## src/rtl/ann_seq_pkg.sv

```systemverilog
// ann_seq_pkg: shared types and constants for the drowsiness ANN frame sequencer.
package ann_seq_pkg;

    // Default datapath geometry of the drowsiness detector.
    localparam int DEF_N_FEAT   = 30;
    localparam int DEF_DW       = 10;
    localparam int DEF_N_OUT    = 3;
    localparam int DEF_WDOG_CYC = 4095;

    // Sequencer states; encodings are visible on the LEDR debug port.
    typedef enum logic [2:0] {
        S_LOAD  = 3'd0,
        S_START = 3'd1,
        S_WAIT  = 3'd2,
        S_EMIT  = 3'd3,
        S_ERR   = 3'd4
    } seq_state_t;

    // Classification indices produced by the argmax.
    localparam logic [1:0] CLS_ALERT  = 2'd0;
    localparam logic [1:0] CLS_DROWSY = 2'd1;
    localparam logic [1:0] CLS_ASLEEP = 2'd2;

    // Anything other than "alert" counts as drowsy for the summary flag.
    function automatic logic cls_is_drowsy(input logic [1:0] cls);
        return cls != CLS_ALERT;
    endfunction

endpackage

```

## src/rtl/ann_argmax.sv

```systemverilog
// ann_argmax: combinational unsigned argmax over N_OUT packed scores.
// Ties go to the lowest index, so equal scores report index 0.
module ann_argmax
    import ann_seq_pkg::*;
#(
    parameter int N_OUT = DEF_N_OUT,
    parameter int DW    = DEF_DW,
    parameter int IW    = 2
) (
    input  logic [N_OUT*DW-1:0] scores,
    output logic [IW-1:0]       idx,
    output logic [DW-1:0]       score
);

    // Linear scan; strict greater-than keeps the earliest maximum on ties.
    always_comb begin
        idx   = '0;
        score = scores[DW-1:0];
        for (int i = 1; i < N_OUT; i++) begin
            if (scores[i*DW +: DW] > score) begin
                idx   = IW'(i);
                score = scores[i*DW +: DW];
            end
        end
    end

endmodule

```

## src/rtl/ann_frame_sequencer.sv

```systemverilog
// ann_frame_sequencer: gathers one feature frame from a valid/ready stream,
// runs the drowsiness detector once over it and presents the argmax result
// on a valid/ready port.
// Build option: define ANN_SEQ_WDOG_EN to add a WAIT watchdog that parks the
// FSM in ERR and raises a sticky err flag; otherwise WAIT waits forever.
module ann_frame_sequencer
    import ann_seq_pkg::*;
#(
    parameter int N_FEAT   = DEF_N_FEAT,
    parameter int DW       = DEF_DW,
    parameter int N_OUT    = DEF_N_OUT,
    parameter int WDOG_CYC = DEF_WDOG_CYC
) (
    input  logic                 Clock,
    input  logic                 Rst,
    input  logic                 flush,
    input  logic                 feat_valid,
    input  logic [DW-1:0]        feat_data,
    output logic                 feat_ready,
    output logic [N_FEAT*DW-1:0] ann_in,
    output logic                 ann_start,
    input  logic                 ann_done,
    input  logic [N_OUT*DW-1:0]  ann_out,
    output logic                 res_valid,
    input  logic                 res_ready,
    output logic [1:0]           res_class,
    output logic [DW-1:0]        res_score,
    output logic                 res_drowsy,
    output logic [2:0]           state_o,
    output logic                 err
);

    localparam int              CW       = (N_FEAT > 1) ? $clog2(N_FEAT) : 1;
    localparam logic [CW-1:0]   CNT_LAST = CW'(N_FEAT - 1);

    seq_state_t                  state;
    logic [CW-1:0]               cnt;
    logic [N_FEAT-1:0][DW-1:0]   feat_buf;
    logic [1:0]                  max_idx;
    logic [DW-1:0]               max_score;

`ifdef ANN_SEQ_WDOG_EN
    localparam int              WW      = $clog2(WDOG_CYC + 1);
    localparam logic [WW-1:0]   WD_LAST = WW'(WDOG_CYC - 1);
    logic [WW-1:0]               wd_cnt;
`else
    assign err = 1'b0;
`endif

    // Only LOAD accepts beats; flush blocks the beat it coincides with, and
    // the port stays closed while reset is held.
    assign feat_ready = Rst && (state == S_LOAD) && !flush;
    assign ann_in     = feat_buf;
    assign state_o    = state;

    ann_argmax #(
        .N_OUT (N_OUT),
        .DW    (DW),
        .IW    (2)
    ) u_argmax (
        .scores (ann_out),
        .idx    (max_idx),
        .score  (max_score)
    );

    // Sequencer FSM with registered start pulse, result and error outputs.
    always_ff @(posedge Clock or negedge Rst) begin
        if (!Rst) begin
            state      <= S_LOAD;
            cnt        <= '0;
            feat_buf   <= '0;
            ann_start  <= 1'b0;
            res_valid  <= 1'b0;
            res_class  <= CLS_ALERT;
            res_score  <= '0;
            res_drowsy <= 1'b0;
`ifdef ANN_SEQ_WDOG_EN
            wd_cnt     <= '0;
            err        <= 1'b0;
`endif
        end else if (flush) begin
            // Abort: drop the partial frame and any pending result. The buffer
            // keeps stale data; the next frame overwrites it from index 0.
            // A start already on the wire in START still completes its cycle.
            state     <= S_LOAD;
            cnt       <= '0;
            ann_start <= 1'b0;
            res_valid <= 1'b0;
`ifdef ANN_SEQ_WDOG_EN
            wd_cnt    <= '0;
            err       <= 1'b0;
`endif
        end else begin
            ann_start <= 1'b0;
            case (state)
                S_LOAD: begin
                    if (feat_valid) begin
                        feat_buf[cnt] <= feat_data;
                        if (cnt == CNT_LAST) begin
                            cnt       <= '0;
                            state     <= S_START;
                            ann_start <= 1'b1;
                        end else begin
                            cnt <= cnt + 1'b1;
                        end
                    end
                end
                S_START: begin
                    state <= S_WAIT;
`ifdef ANN_SEQ_WDOG_EN
                    wd_cnt <= '0;
`endif
                end
                S_WAIT: begin
                    if (ann_done) begin
                        res_class  <= max_idx;
                        res_score  <= max_score;
                        res_drowsy <= cls_is_drowsy(max_idx);
                        res_valid  <= 1'b1;
                        state      <= S_EMIT;
                    end
`ifdef ANN_SEQ_WDOG_EN
                    else if (wd_cnt == WD_LAST) begin
                        state <= S_ERR;
                        err   <= 1'b1;
                    end else begin
                        wd_cnt <= wd_cnt + 1'b1;
                    end
`endif
                end
                S_EMIT: begin
                    if (res_ready) begin
                        res_valid <= 1'b0;
                        state     <= S_LOAD;
                    end
                end
`ifdef ANN_SEQ_WDOG_EN
                S_ERR: begin
                    state <= S_ERR;
                end
`endif
                default: begin
                    state <= S_LOAD;
                    cnt   <= '0;
                end
            endcase
        end
    end

endmodule

```

## config.mk

```make
export PLATFORM = sky130hd
export DESIGN_NAME = ann_frame_sequencer
export DESIGN_NICKNAME = d
export VERILOG_FILES = /design/src/rtl/ann_seq_pkg.sv /design/src/rtl/ann_argmax.sv /design/src/rtl/ann_frame_sequencer.sv
export SDC_FILE = /design/constraint.sdc
export NUM_CORES = 1
export LEC_CHECK = 0
export CAP_MARGIN = 10
export CORE_MARGIN = 2
export CORE_UTILIZATION = 35
export CTS_CLUSTER_SIZE = 24
export DETAILED_ROUTE_END_ITERATION = 10
export HOLD_SLACK_MARGIN = 0.08
export SYNTH_ARGS = -nofsm -noshare
export SYNTH_HDL_FRONTEND = slang
export SYNTH_SLANG_ARGS = --single-unit
```

## constraint.sdc

```tcl
create_clock -name Clock -period 1.9 [get_ports Clock]
set_input_delay 0.57 -clock Clock [delete_from_list [all_inputs] [get_ports Clock]]
set_output_delay 0.57 -clock Clock [all_outputs]
set_load 0.01 [all_outputs]
```

Word level (Yosys, flattened, before mapping)
Index checks and enable logic that the tools add are counted.
{"block": "classes", "n_addsub": 1, "order_cmp": 4, "eq_ne": 9, "mux": 25, "bitwise_logic": 1, "n_reduce_logical": 13}
{"operator": "bitwise mux 300 bit", "count": 1}
{"operator": "demux 10 bit (select 5 bit)", "count": 1}
{"operator": "2-to-1 mux 10 bit", "count": 3}
{"operator": "greater-than comparator 10 bit", "count": 2}
{"operator": "2-to-1 mux 3 bit", "count": 5}
{"operator": "2-to-1 mux 5 bit", "count": 3}
{"operator": "one-hot mux 3 bit (4 select lines)", "count": 1}
{"operator": "one-hot mux 5 bit (2 select lines)", "count": 1}
{"operator": "inequality test 3 bit (second input constant)", "count": 3}
{"operator": "AND reduction 3 bit", "count": 3}
{"operator": "2-to-1 mux 1 bit", "count": 8}
{"operator": "equality test 3 x 2 -> 1 bit (second input constant)", "count": 2}
{"operator": "less-than comparator 5 x 6 -> 1 bit (second input constant)", "count": 1}
{"operator": "adder 5 x 1 -> 5 bit (second input constant)", "count": 1}
{"operator": "equality test 5 bit (second input constant)", "count": 1}
{"operator": "greater-or-equal comparator 5 x 1 -> 1 bit (second input constant)", "count": 1}
{"operator": "AND reduction 4 bit", "count": 1}
{"operator": "equality test 3 x 1 -> 1 bit (second input constant)", "count": 1}
{"operator": "logical AND 1 bit", "count": 3}
{"operator": "zero test 3 bit", "count": 1}
{"operator": "inequality test 3 x 2 -> 1 bit (second input constant)", "count": 1}
{"operator": "nonzero test 3 bit", "count": 1}
{"operator": "OR reduction 3 bit", "count": 1}
{"operator": "2-to-1 mux 2 bit", "count": 1}
{"operator": "other kinds (6)", "count": 6}
{"block": "word_totals", "reg_bits": 323, "in_bits": 46, "elab_cells": 90}

Depth between registers and ports, before layout
Gate-level depths: netlist of the first run.
{"block": "depth", "word_depth": 5, "depth_mapped": 15}

Cells and area by module
Synthesis of the first run repeated with hierarchy kept, for this count alone.
{"block": "hier_totals", "cells_unflattened": 941, "hier_area_um2": 13721.9}
{"mod": "ann_frame_sequencer", "n_inst": 1, "cells_per_inst": 783, "area_each_um2": 12592.1, "seq_area_each_um2": 8057.7}
{"mod": "ann_argmax", "n_inst": 1, "cells_per_inst": 158, "area_each_um2": 1129.8, "seq_area_each_um2": 0.0}

Least setup slack after synthesis of the first run
No wires, ideal clock.
{"block": "synth_path", "kind": "in2reg", "start": "in ann_out[9]", "end": "reg res_score[0]", "setup_ns": 0.088, "t_arrival_ns": 3.380, "path_slack_ns": -1.569, "cell_stages": 13, "path_buffers": 1, "path_cell_list": "inv_1 > ha_1 > nand4_1 > or3_4 > buf_6 > and3_1 > a211oi_2 > ha_1 > a21oi_1 > o21ai_0 > a2111oi_1 > o21ai_1 > o211ai_1"}
{"block": "synth_via", "elab_chain_cells": 4}
{"element": "start: declaration", "line_no": "ann_frame_sequencer.sv:23", "text": "input logic [N_OUT*DW-1:0] ann_out,"}
{"element": "greater-than comparator 10 bit", "line_no": "ann_argmax.sv:20", "text": "if (scores[i*DW +: DW] > score) begin"}
{"element": "2-to-1 mux 10 bit (*)", "line_no": "ann_argmax.sv:20"}
{"element": "greater-than comparator 10 bit", "line_no": "ann_argmax.sv:20"}
{"element": "2-to-1 mux 10 bit (*)", "line_no": "ann_argmax.sv:20"}
{"element": "end signal: assignment", "line_no": "ann_frame_sequencer.sv:117", "text": "res_score <= max_score;"}
{"element": "end: declaration", "line_no": "ann_frame_sequencer.sv:27", "text": "output logic [DW-1:0] res_score,"}
Every way passes the cells marked *; elsewhere a longest branch is shown, timed or not.
A chain may end at the register's enable or synchronous reset.

Worst setup path after layout of the first run
{"block": "layout_path", "start": "in ann_out[7]", "end": "reg res_score[1]"}
The elaborated chain is that of the path after synthesis.

==> results of run 1 <==
## Yosys cell counts (11+ instances only)
cell and instances:
dfrtp_1 322, mux2_2 294, clkbuf_1 44, nand2_1 34, ha_1 28, inv_1 21, a21oi_1 20, and3_1 15
nand4_1 15, o211ai_1 12, nand2_2 11, o21ai_0 11
## path summary, 6_finish.rpt
path | from | slack [ns] | to
setup reg to reg | state_o[0] | -0.39 | ann_in[289]
hold / removal | res_class[0] | 0.48 | res_class[0]
setup / recovery | ann_out[7] | -1.23 | res_score[1]
min in group asynchronous | Rst | 0.62 | ann_in[168]
max in group asynchronous | Rst | 0.35 | ann_in[290]
hold reg to reg | res_class[0] | 0.48 | res_class[0]
## sequential cells by signal, summed over array words and instances (netlist names)
register and count:
ann_in 300, ann_start 1, cnt 5, res_class 2, res_drowsy 1, res_score 10
res_valid 1, state_o 2
## worst max-delay path, cell delays in order
cell       delay (ns)
buf_8            0.08
inv_8            0.03
ha_4             0.27
nand4_1          0.11
buf_4            0.18
buf_6            0.11
or3_4            0.38
buf_6            0.15
a21oi_4          0.16
a211oi_4         0.06
ha_4             0.29
nand4_1          0.14
buf_4            0.18
a211oi_4         0.29
a2111oi_4        0.07
o21ai_2          0.18
buf_6            0.15
o211ai_1         0.10
## where the power goes
| group | internal, mW | switching (mW) |
|---|---|---|
| sequential | 7.37 | 0.246 |
| combinational | 1.59 | 1.55 |
| clock | 4.40 | 2.74 |
## cell families after synthesis
group                      count (synthesis)  synth area share, %
muxes                                    302                 25.5
buffers and inverters                     75                 2.30
other                                      1               0.0281
AOI/OAI and AO/OA                         62                 3.30
DFF                                      322                 60.3
xor gates and xnor gates                   1               0.0656
and+or+nand+nor                          135                 5.88
adders and majority gates                 28                 2.62
## per-stage QoR
step | worst slack (ns) | total power, mW
global placement | -2.08 | 10.7
global route | -1.29 | 18.7
finish | -1.23 | 17.9
floorplan | -1.27 | 8.91
detailed placement | -2.16 | 10.7
CTS | -1.08 | 18.0
## layer usage
metal / up-vias / track usage, % / wire length [um] / part of all wire, %
met5: - / 0 / 0 / 0
met4: 0 / 7.24 / 1200 / 2.8
met3: 62 / 5.97 / 2950 / 6.8
met2: 282 / 35.9 / 21300 / 49
met1: 5054 / 27.3 / 18100 / 42
li1: 4369 / - / - / -
## timing repair
action / 4_1_cts / 5_1_grt
setup endpoints to repair: 628 / 282
hold buffers: 1 / 0
setup buffers: 53 / 10
pin swaps: 59 / 30
hold endpoints to repair: 12 / 0
resized for setup: 650 / 93
cloned: 18 / 6
## layout make-up
type                            instances  area, sq um  share of cell area [%]
Inverter                               21         93.8                   0.432
Timing Repair Buffer                  536         5350                    24.6
Antenna cell                            1         2.50                  0.0115
Tap cell                              511          639                    2.94
Sequential cell                       322         8060                    37.1
Multi-Input combinational cell        535         6380                    29.4
Clock inverter                          5          104                   0.478
Clock buffer                           55         1110                    5.09
==> reports/qor.txt, run 1 <==
status: finished, violations left
failing checks: negative setup slack
core box area: 0.0376 sq mm
GR Overflow Total: 0
number of max-cap violations: 0
Placer Congestion: 0.773
clk sink count: 322
most frequent cells in the layout: 320 x dfrtp_1, 317 x dlygate4sd2_1, 158 x mux2_2
RSZ-0062 raised after global routing: yes
CTS Buf Count: 37
post-layout util: 57.8%
worst endpoint required time: 2.30 ns
first-pass iteration count of the detailed router: 4
Final #Nets: 1527
endpoint class of the critical path: register
EDFF count, synth: 0
Final Cell Area: 0.0217 sq mm
Synth Register Bits: 322
Via density: 4.92
P&R area growth vs syn: 62.7%
P_leak: 11.5 nW
final setup TNS: -49.78 ns
Initial Util: 35.5%
Die Ht: 199 um
cell count after synthesis: 926
Seq/Total Area, Yosys: 60.3%
global-route wire length before repair: 64600 um
Worst Slack Setup Final: -1.23 ns
drt initial violations: 425
share of post-route cells with drive strength above 1: 46.1%
initial antenna violation count: 1
Filler cells: 3116
pin count of the biggest net entering global routing: 115
placed cell area: 0.0188 sq mm
crit path DAT: 3.53 ns
Hold WC Path Type: reg -> reg
worst-margin pin slew: 0.650 ns
Final min period: 3.13 ns
Vias: 9767
DR WL/cell: 21.9 um
Die ar.: 0.0397 sq mm
Crit Path Class: in -> reg
Max Fanout on Critical Path: 6
CTS tree: done
I/O Buffers: 363
final slew viol count: 0
dpl cells: 1852
Final Non-Filler Cells: 1986
Synth async-reset ratio: 100%
WL final: 43500 um
Worst setup SP type: primary input
Avg Cell Area, Syn: 14.4 sq um
Post-Synthesis Cell Area: 0.0134 sq mm
synth warn: 0
Peak Freq: 0.320 GHz
top-area cell type share of the netlist area: 60.3%
Layout Skew: 0.0104 ns
hold depth: 2
IR drop worst, VDD: 0.548 mV
leading area contributor after synthesis: dfrtp_1
Overall Global Routing Usage: 21.6%
DP HPWL: 26900 um
Area contributors post-synth: dfrtp_1 60%, mux2_2 25%, ha_1 2.6%
drc violations: 0
Max Root-Sink Buffers: 3
Netlist cell types: 46
worst hold slack: 0.481 ns
count of final hold-check violations: 0
prevailing post-synth register cell: dfrtp_1
clock transition at the registers of the reported paths: 0.05 ns
worst-skew pair later-pin latency: 0.53 ns
Worst slew margin: 56.7%
crit share post-route: 165%
Site Rows: 71
Reg2Reg Depth: 13
commonest non-fill, non-tap cell in the layout: dfrtp_1
total number of H-tree levels: 2
setup violators final: 196
vias in the first global route: 10.3k
Final ANT Viol Nets: 0
io pins: 366
clk root buf: clkbuf_16
PD cells: 824 mW/mm^2
Die X: 199 um
Power figures use the tool's default switching activity.
==> run 2: changes to the inputs <==
- ABC_AREA: default -> 1
- SYNTH_HIERARCHICAL: default -> 1
==> reports/qor.txt, run 2 <==
Layout Skew: 0.0390 ns (+0.0286 ns)
status: finished, violations left
clk root buf: clkbuf_16
clk sink count: 322 (unchanged)
Site Rows: 72 (+1.4%)
core box area: 0.0388 sq mm (+3.3%)
r2r startpoint: state_o[0]
total number of H-tree levels: 2 (unchanged)
most frequent cells in the layout: 620 x nand2_1, 322 x dfrtp_1, 317 x dlygate4sd2_1
Overall Global Routing Usage: 23.5% (+1.9 points)
setup violators final: 14 (-93%)
drt initial violations: 807 (+90%)
PD cells: 924 mW/mm^2 (+12%)
crit share post-route: 138% (-26 points)
hold depth: 3 (+1)
Hold WC Path Type: in -> reg
clock transition at the registers of the reported paths: 0.06 ns (about the same)
leading area contributor after synthesis: dfrtp_1
Worst Slack Setup Final: -0.727 ns (+0.498 ns)
worst endpoint required time: 2.37 ns (+0.07 ns)
CTS tree: done
Worst slew margin: 47.2% (-9.5 points)
IR drop worst, VDD: 0.562 mV (+2.5%)
min-delay src: feat_data[1]
Max Fanout on Critical Path: 6 (unchanged)
Vias: 12.8k (+31%)
P_leak: 12.0 nW (+4.6%)
Area contributors post-synth: dfrtp_1 58%, nand2_1 18%, o21ai_0 8.0%
cell count after synthesis: 1575 (+70%)
P&R area growth vs syn: 51.0%
dpl cells: 2484 (+34%)
Synth async-reset ratio: 100% (unchanged)
CTS Buf Count: 37 (unchanged)
first-pass iteration count of the detailed router: 5 (+1)
GR Overflow Total: 0 (unchanged)
Netlist cell types: 31 (-33%)
Reg2Reg Depth: 11 (-2)
R2R Setup Slk: 0 ns (+0.39 ns)
Post-Synthesis Cell Area: 0.0138 sq mm (+3.5%)
prevailing post-synth register cell: dfrtp_1
reg2reg end: ann_in[123]
Placer Congestion: 0.855 (+11%)
max FFs per register: 300 (unchanged)
Final #Nets: 2115 (+39%)
synth warn: 6 (+6)
Final Power: 19.3 mW (+7.7%)
Worst setup SP type: primary input
Critical Path Start: ann_out[2]
top-area cell type share of the netlist area: 58.3% (-2.0 points)
number of max-cap violations: 0 (unchanged)
Final ANT Viol Nets: 0 (unchanged)
DR WL/cell: 19.9 um (-9.1%)
RSZ-0062 raised after global routing: yes
Die X: 203 um (+1.7%)
worst-skew pair later-pin latency: 0.56 ns (+0.03 ns)
Max Root-Sink Buffers: 3 (unchanged)
Crit Path Class: in -> reg
final slew viol count: 0 (unchanged)
count of final hold-check violations: 0 (unchanged)
Peak Freq: 0.381 GHz (+19%)
Final min period: 2.63 ns (-0.498 ns)
Worst Hold Endpoint: ann_in[71]
vias in the first global route: 12.5k (+21%)
crit path DAT: 3.09 ns (-0.44 ns)
Avg Cell Area, Syn: 8.78 sq um (-39%)
worst-margin pin slew: 0.792 ns (+0.143 ns)
Initial Util: 35.6% (+0.064 points)
initial antenna violation count: 2 (+1)
drc violations: 0 (unchanged)
Via density: 4.95 (+0.60%)
pre-CTS WS: -1.74 ns (+0.425 ns)
top-count cell post-synth: nand2_1
commonest non-fill, non-tap cell in the layout: nand2_1
post-layout util: 53.8% (-4.1 points)
Die Ht: 203 um (+1.7%)
Final Non-Filler Cells: 2588 (+30%)
endpoint class of the critical path: register
io pins: 366 (unchanged)
Synth Register Bits: 322 (unchanged)
Seq/Total Area, Yosys: 58.3% (-2.0 points)
Die ar.: 0.0411 sq mm (+3.4%)
failing checks: negative setup slack
EDFF count, synth: 0 (unchanged)
WL final: 51600 um (+18%)
global-route wire length before repair: 74300 um (+15%)
DP HPWL: 33300 um (+23%)
pin count of the biggest net entering global routing: 135 (+17%)
Filler cells: 3600 (+16%)
Synth top cells by count: 659 x nand2_1, 322 x dfrtp_1, 221 x o21ai_0
share of post-route cells with drive strength above 1: 18.5% (-28 points)
I/O Buffers: 363 (unchanged)
run 2: cell types whose count changed after synthesis, moves of 23 or more:
cell and delta:
o21ai_0 +210, o21ai_1 +81, mux2_2 -294, inv_1 +40, nand2_1 +625, nand3_1 +23
run 2: worst max-delay path by stage:
stage                               to  slack (ns)  cells past startpoint
after floorplan           res_score[1]       -0.78                     22
after global placement    res_score[6]       -1.62                     21
after detailed placement  res_score[7]       -1.74                     21
after CTS                 res_score[7]       -0.54                     22
after global routing      res_score[7]       -0.79                     21
final                     res_score[7]       -0.73                     21
run 2: timing repair:
action,in CTS,in global routing
resized for setup,468,107
endpoints found under the hold margin,11,0
pin swaps,62,54
setup endpoints to repair,331,239
setup buffers,11,6
hold buffers,1,0
cloned,0,20
run 2: final cells by class:
type	count	area, sq um	area share, %
antenna	1	2.50	0.0120
clock buffer	55	1080	5.19
clock inverter	12	100	0.480
inverter	65	277	1.32
multi-input combinational	1107	5920	28.4
sequential	322	8060	38.6
tap	518	648	3.11
timing repair buffer	508	4780	22.9
run 2: kinds of logic after synthesis:
kind of cell / share of synthesized area (%)
flip-flops: 58.3
AND/OR/NAND/NOR: 22.9
buffers and inverters: 4.93
AO/OA/AOI/OAI: 11.4
other: 0.0271
adder cells (fa/ha/maj): 2.53
run 2: worst max-delay path, cell delays in order:
cell and delay (ns):
buf_2 0.10, inv_4 0.04, ha_4 0.26, nand2_4 0.04, nor2_4 0.14, nand4_1 0.15
buf_4 0.18, buf_12 0.14, nand3_4 0.08, nand2_2 0.06, ha_4 0.23, a21oi_1 0.26
nand2_1 0.11, nand2_1 0.11, nand3_2 0.09, nand2_4 0.13, buf_6 0.13, nand3_2 0.06
nand2_1 0.07, nand2_1 0.05, nand2_1 0.08
run 2: per-stage QoR:
| step | setup TNS, ns | hold slack, ns | area [sq um] |
|---|---|---|---|
| 2_1_floorplan | -9.89 | 0.274 | 14000 |
| 3_3_place_gp | -139.82 | 0.463 | 19000 |
| 3_5_place_dp | -146.80 | 0.466 | 19000 |
| 4_1_cts | -6.66 | 0.396 | 20100 |
| 5_1_grt | -10.66 | 0.409 | 20900 |
| 6_report | -8.93 | 0.418 | 20900 |
run 2: where the power goes:
part | total, mW | switching, mW | internal (mW)
logic | 4.41 | 2.59 | 1.82
clock network | 7.04 | 2.94 | 4.10
registers | 7.84 | 0.355 | 7.48
run 2: routing by layer:
metal  track usage [%]  vias up  part of all wire [%]
met4              7.01        0                   2.9
li1                  -     6019                     -
met5                 0        -                     0
met1              30.0     6258                    41
met2              38.5      433                    48
met3              7.27       94                   8.3
==> run 3: changes to the inputs <==
- PLACE_DENSITY: default -> 0.71
==> reports/qor.txt, run 3 (synthesized netlist as in run 2, its figures left out) <==
commonest non-fill, non-tap cell in the layout: nand2_1
Filler cells: 3586 (-0.39%)
io pins: 366 (unchanged)
total number of H-tree levels: 2 (unchanged)
first-pass iteration count of the detailed router: 5 (unchanged)
Power Internal: 13.1 mW (-2.4%)
P&R area growth vs syn: 48.1%
DR WL/cell: 19.2 um (-3.4%)
share of post-route cells with drive strength above 1: 17.2% (-1.3 points)
Die Ht: 203 um (unchanged)
crit share post-route: 143% (+5.1 points)
PD cells: 913 mW/mm^2 (-1.1%)
WL final: 49500 um (-4.0%)
CTS Buf Count: 36 (-2.7%)
Hold WC Path Type: in -> async
Worst path slowest cell: o211ai_1
worst-margin pin slew: 0.684 ns (-0.109 ns)
CTS tree: done
Overall Global Routing Usage: 23.7% (+0.20 points)
drt initial violations: 732 (-9.3%)
Via density: 4.96 (+0.34%)
Placer Congestion: 0.847 (-0.97%)
Max Fanout on Critical Path: 6 (unchanged)
CTS Hold Bufs: 0 (-1)
number of max-cap violations: 0 (unchanged)
Psw: 5.62 mW (-4.4%)
Reg2Reg Depth: 10 (-1)
pin count of the biggest net entering global routing: 112 (-17%)
Final min period: 2.72 ns (+0.0972 ns)
global-route wire length before repair: 75200 um (+1.3%)
count of final hold-check violations: 0 (unchanged)
failing checks: negative setup slack
Peak Freq: 0.367 GHz (-3.6%)
Final ANT Viol Nets: 0 (unchanged)
vias in the first global route: 12.9k (+2.9%)
Crit Path Class: in -> reg
crit path DAT: 3.20 ns (+0.11 ns)
endpoint class of the critical path: register
initial antenna violation count: 5 (+3)
P_leak: 11.9 nW (-1.3%)
DP HPWL: 33500 um (+0.80%)
final setup TNS: -10.20 ns (-1.27 ns)
core box area: 0.0388 sq mm (unchanged)
slowest stage delay, CP: 0.28 ns (+0.02 ns)
worst-skew pair later-pin latency: 0.54 ns (-0.02 ns)
Max Root-Sink Buffers: 3 (unchanged)
Site Rows: 72 (unchanged)
clock transition at the registers of the reported paths: 0.06 ns (about the same)
final slew viol count: 0 (unchanged)
r2r startpoint: state_o[1]
IR drop worst, VDD: 0.626 mV (+12%)
Worst slew margin: 54.4% (+7.3 points)
Final #Nets: 2102 (-0.61%)
Vias: 12.8k (-0.28%)
CP cell instances: buf_4 -> ha_4 -> nand2_4 -> nor2_4 -> nand4_1 -> buf_6 -> nand2_8 -> nand2_4 -> nand2_4 -> ha_4 -> inv_2 -> nor2_2 -> o211ai_1 -> nand3_1 -> nand2_2 -> buf_6 -> nand3_2 -> nand2_1 -> nand2_1 -> nand2_1
setup violators final: 14 (unchanged)
switch share: 30.1% (-0.42 points)
GR Overflow Total: 0 (unchanged)
Layout Skew: 0.0130 ns (-0.0260 ns)
register share of total power: 41.9% (+1.3 points)
max FFs per register: 300 (unchanged)
RSZ-0062 raised after global routing: yes
drc violations: 0 (unchanged)
crit path capture: res_score[2]
Worst Slack Setup Final: -0.825 ns (-0.0972 ns)
status: finished, violations left
clock share of power: 36.0% (-0.5 points)
reg2reg end: ann_in[144]
clk root buf: clkbuf_16
combinational group share of total power: 22.2% (-0.7 points)
most frequent cells in the layout: 632 x nand2_1, 322 x dfrtp_1, 316 x dlygate4sd2_1
Worst setup SP type: primary input
Die X: 203 um (unchanged)
R2R Setup Slk: 0.08 ns (+0.08 ns)
Die ar.: 0.0411 sq mm (unchanged)
worst endpoint required time: 2.37 ns (about the same)
I/O Buffers: 363 (unchanged)
Critical Path Start: ann_out[13]
Initial Util: 35.6% (unchanged)
clk sink count: 322 (unchanged)
Final Power: 18.7 mW (-3.0%)
==> run 3: changes by cell type in the layout (fill, tap and decap cells not counted), moves of 4 or more <==
cell | previous run | this run
nor2_4 | 37 | 30
nand2_1 | 620 | 632
nand2_2 | 25 | 15
clkbuf_16 | 45 | 36
nand3_4 | 14 | 6
o21ai_0 | 202 | 220
o21ai_1 | 100 | 83
nand3_2 | 13 | 18
buf_12 | 22 | 26
==> run 3: worst max-delay path: cells and delay by family <==
kind	cells	cell delay [ns]
buffers and inverters	4	0.58
AND/OR/NAND/NOR	13	1.30
AO/OA/AOI/OAI	1	0.28
adder cells (fa/ha/maj)	2	0.47
==> run 3: area by class of cell <==
| type | instances | area, sq um | share of cell area [%] |
|---|---|---|---|
| multi-input cells | 1101 | 5720 | 27.9 |
| inverters | 65 | 277 | 1.35 |
| clock inverters | 10 | 100 | 0.489 |
| clock buffers | 51 | 1030 | 5.02 |
| repair buffers | 502 | 4640 | 22.6 |
| well taps | 518 | 648 | 3.17 |
| flip-flops and latches | 322 | 8060 | 39.4 |
| diodes | 3 | 7.51 | 0.0367 |
==> run 3: stage by stage <==
step | hold WS (ns) | cell area [sq um] | utilization (%) | setup WS [ns] | cells
2_1_floorplan | 0.274 | 14000 | - | -0.784 | 1576
3_3_place_gp | 0.458 | 19000 | 49.0 | -1.57 | 2481
3_5_place_dp | 0.466 | 19000 | 49.0 | -1.71 | 2481
4_1_cts | 0.0940 | 20200 | 51.9 | -0.554 | 2559
5_1_grt | 0.104 | 20500 | 52.7 | -0.896 | 2571
6_report | 0.101 | 20500 | 52.7 | -0.825 | 2572
==> run 3: metal layers <==
metal | global-route usage [%] | vias to the layer above | wire length [um]
met3 | 6.47 | 130 | 4100
met5 | 0 | - | 21
met4 | 12.4 | 4 | 2400
met1 | 29.6 | 6147 | 19800
met2 | 37.8 | 519 | 23200
li1 | - | 5968 | -
==> run 3: power by group through the flow <==
stage                     Clock (mW)  Combinational, mW  Sequential [mW]
after floorplan                    0               1.44             8.20
after global placement             0               4.12             7.94
after detailed placement           0               4.20             7.96
after CTS                       6.88               4.00             7.83
after global routing            7.14               4.52             7.89
final                           6.72               4.14             7.83
==> run 3: worst min-delay path by stage <==
| stage | start | end | slack [ns] |
|---|---|---|---|
| 2_1_floorplan | Rst | ann_in[0] | 0.27 |
| 3_3_place_gp | ann_in[275] | ann_in[275] | 0.46 |
| 3_5_place_dp | ann_in[275] | ann_in[275] | 0.47 |
| 4_1_cts | Rst | ann_in[45] | 0.09 |
| 5_1_grt | Rst | ann_in[76] | 0.10 |
| 6_report | Rst | ann_in[76] | 0.10 |
==> run 3: what timing repair did <==
action                                 in CTS  in global routing
gates resized for setup                   466                 57
buffers inserted                           15                  6
cloned                                      2                  5
endpoints found under the hold margin       0                  0
setup endpoints to repair                 331                 77
pin swaps                                  67                 35
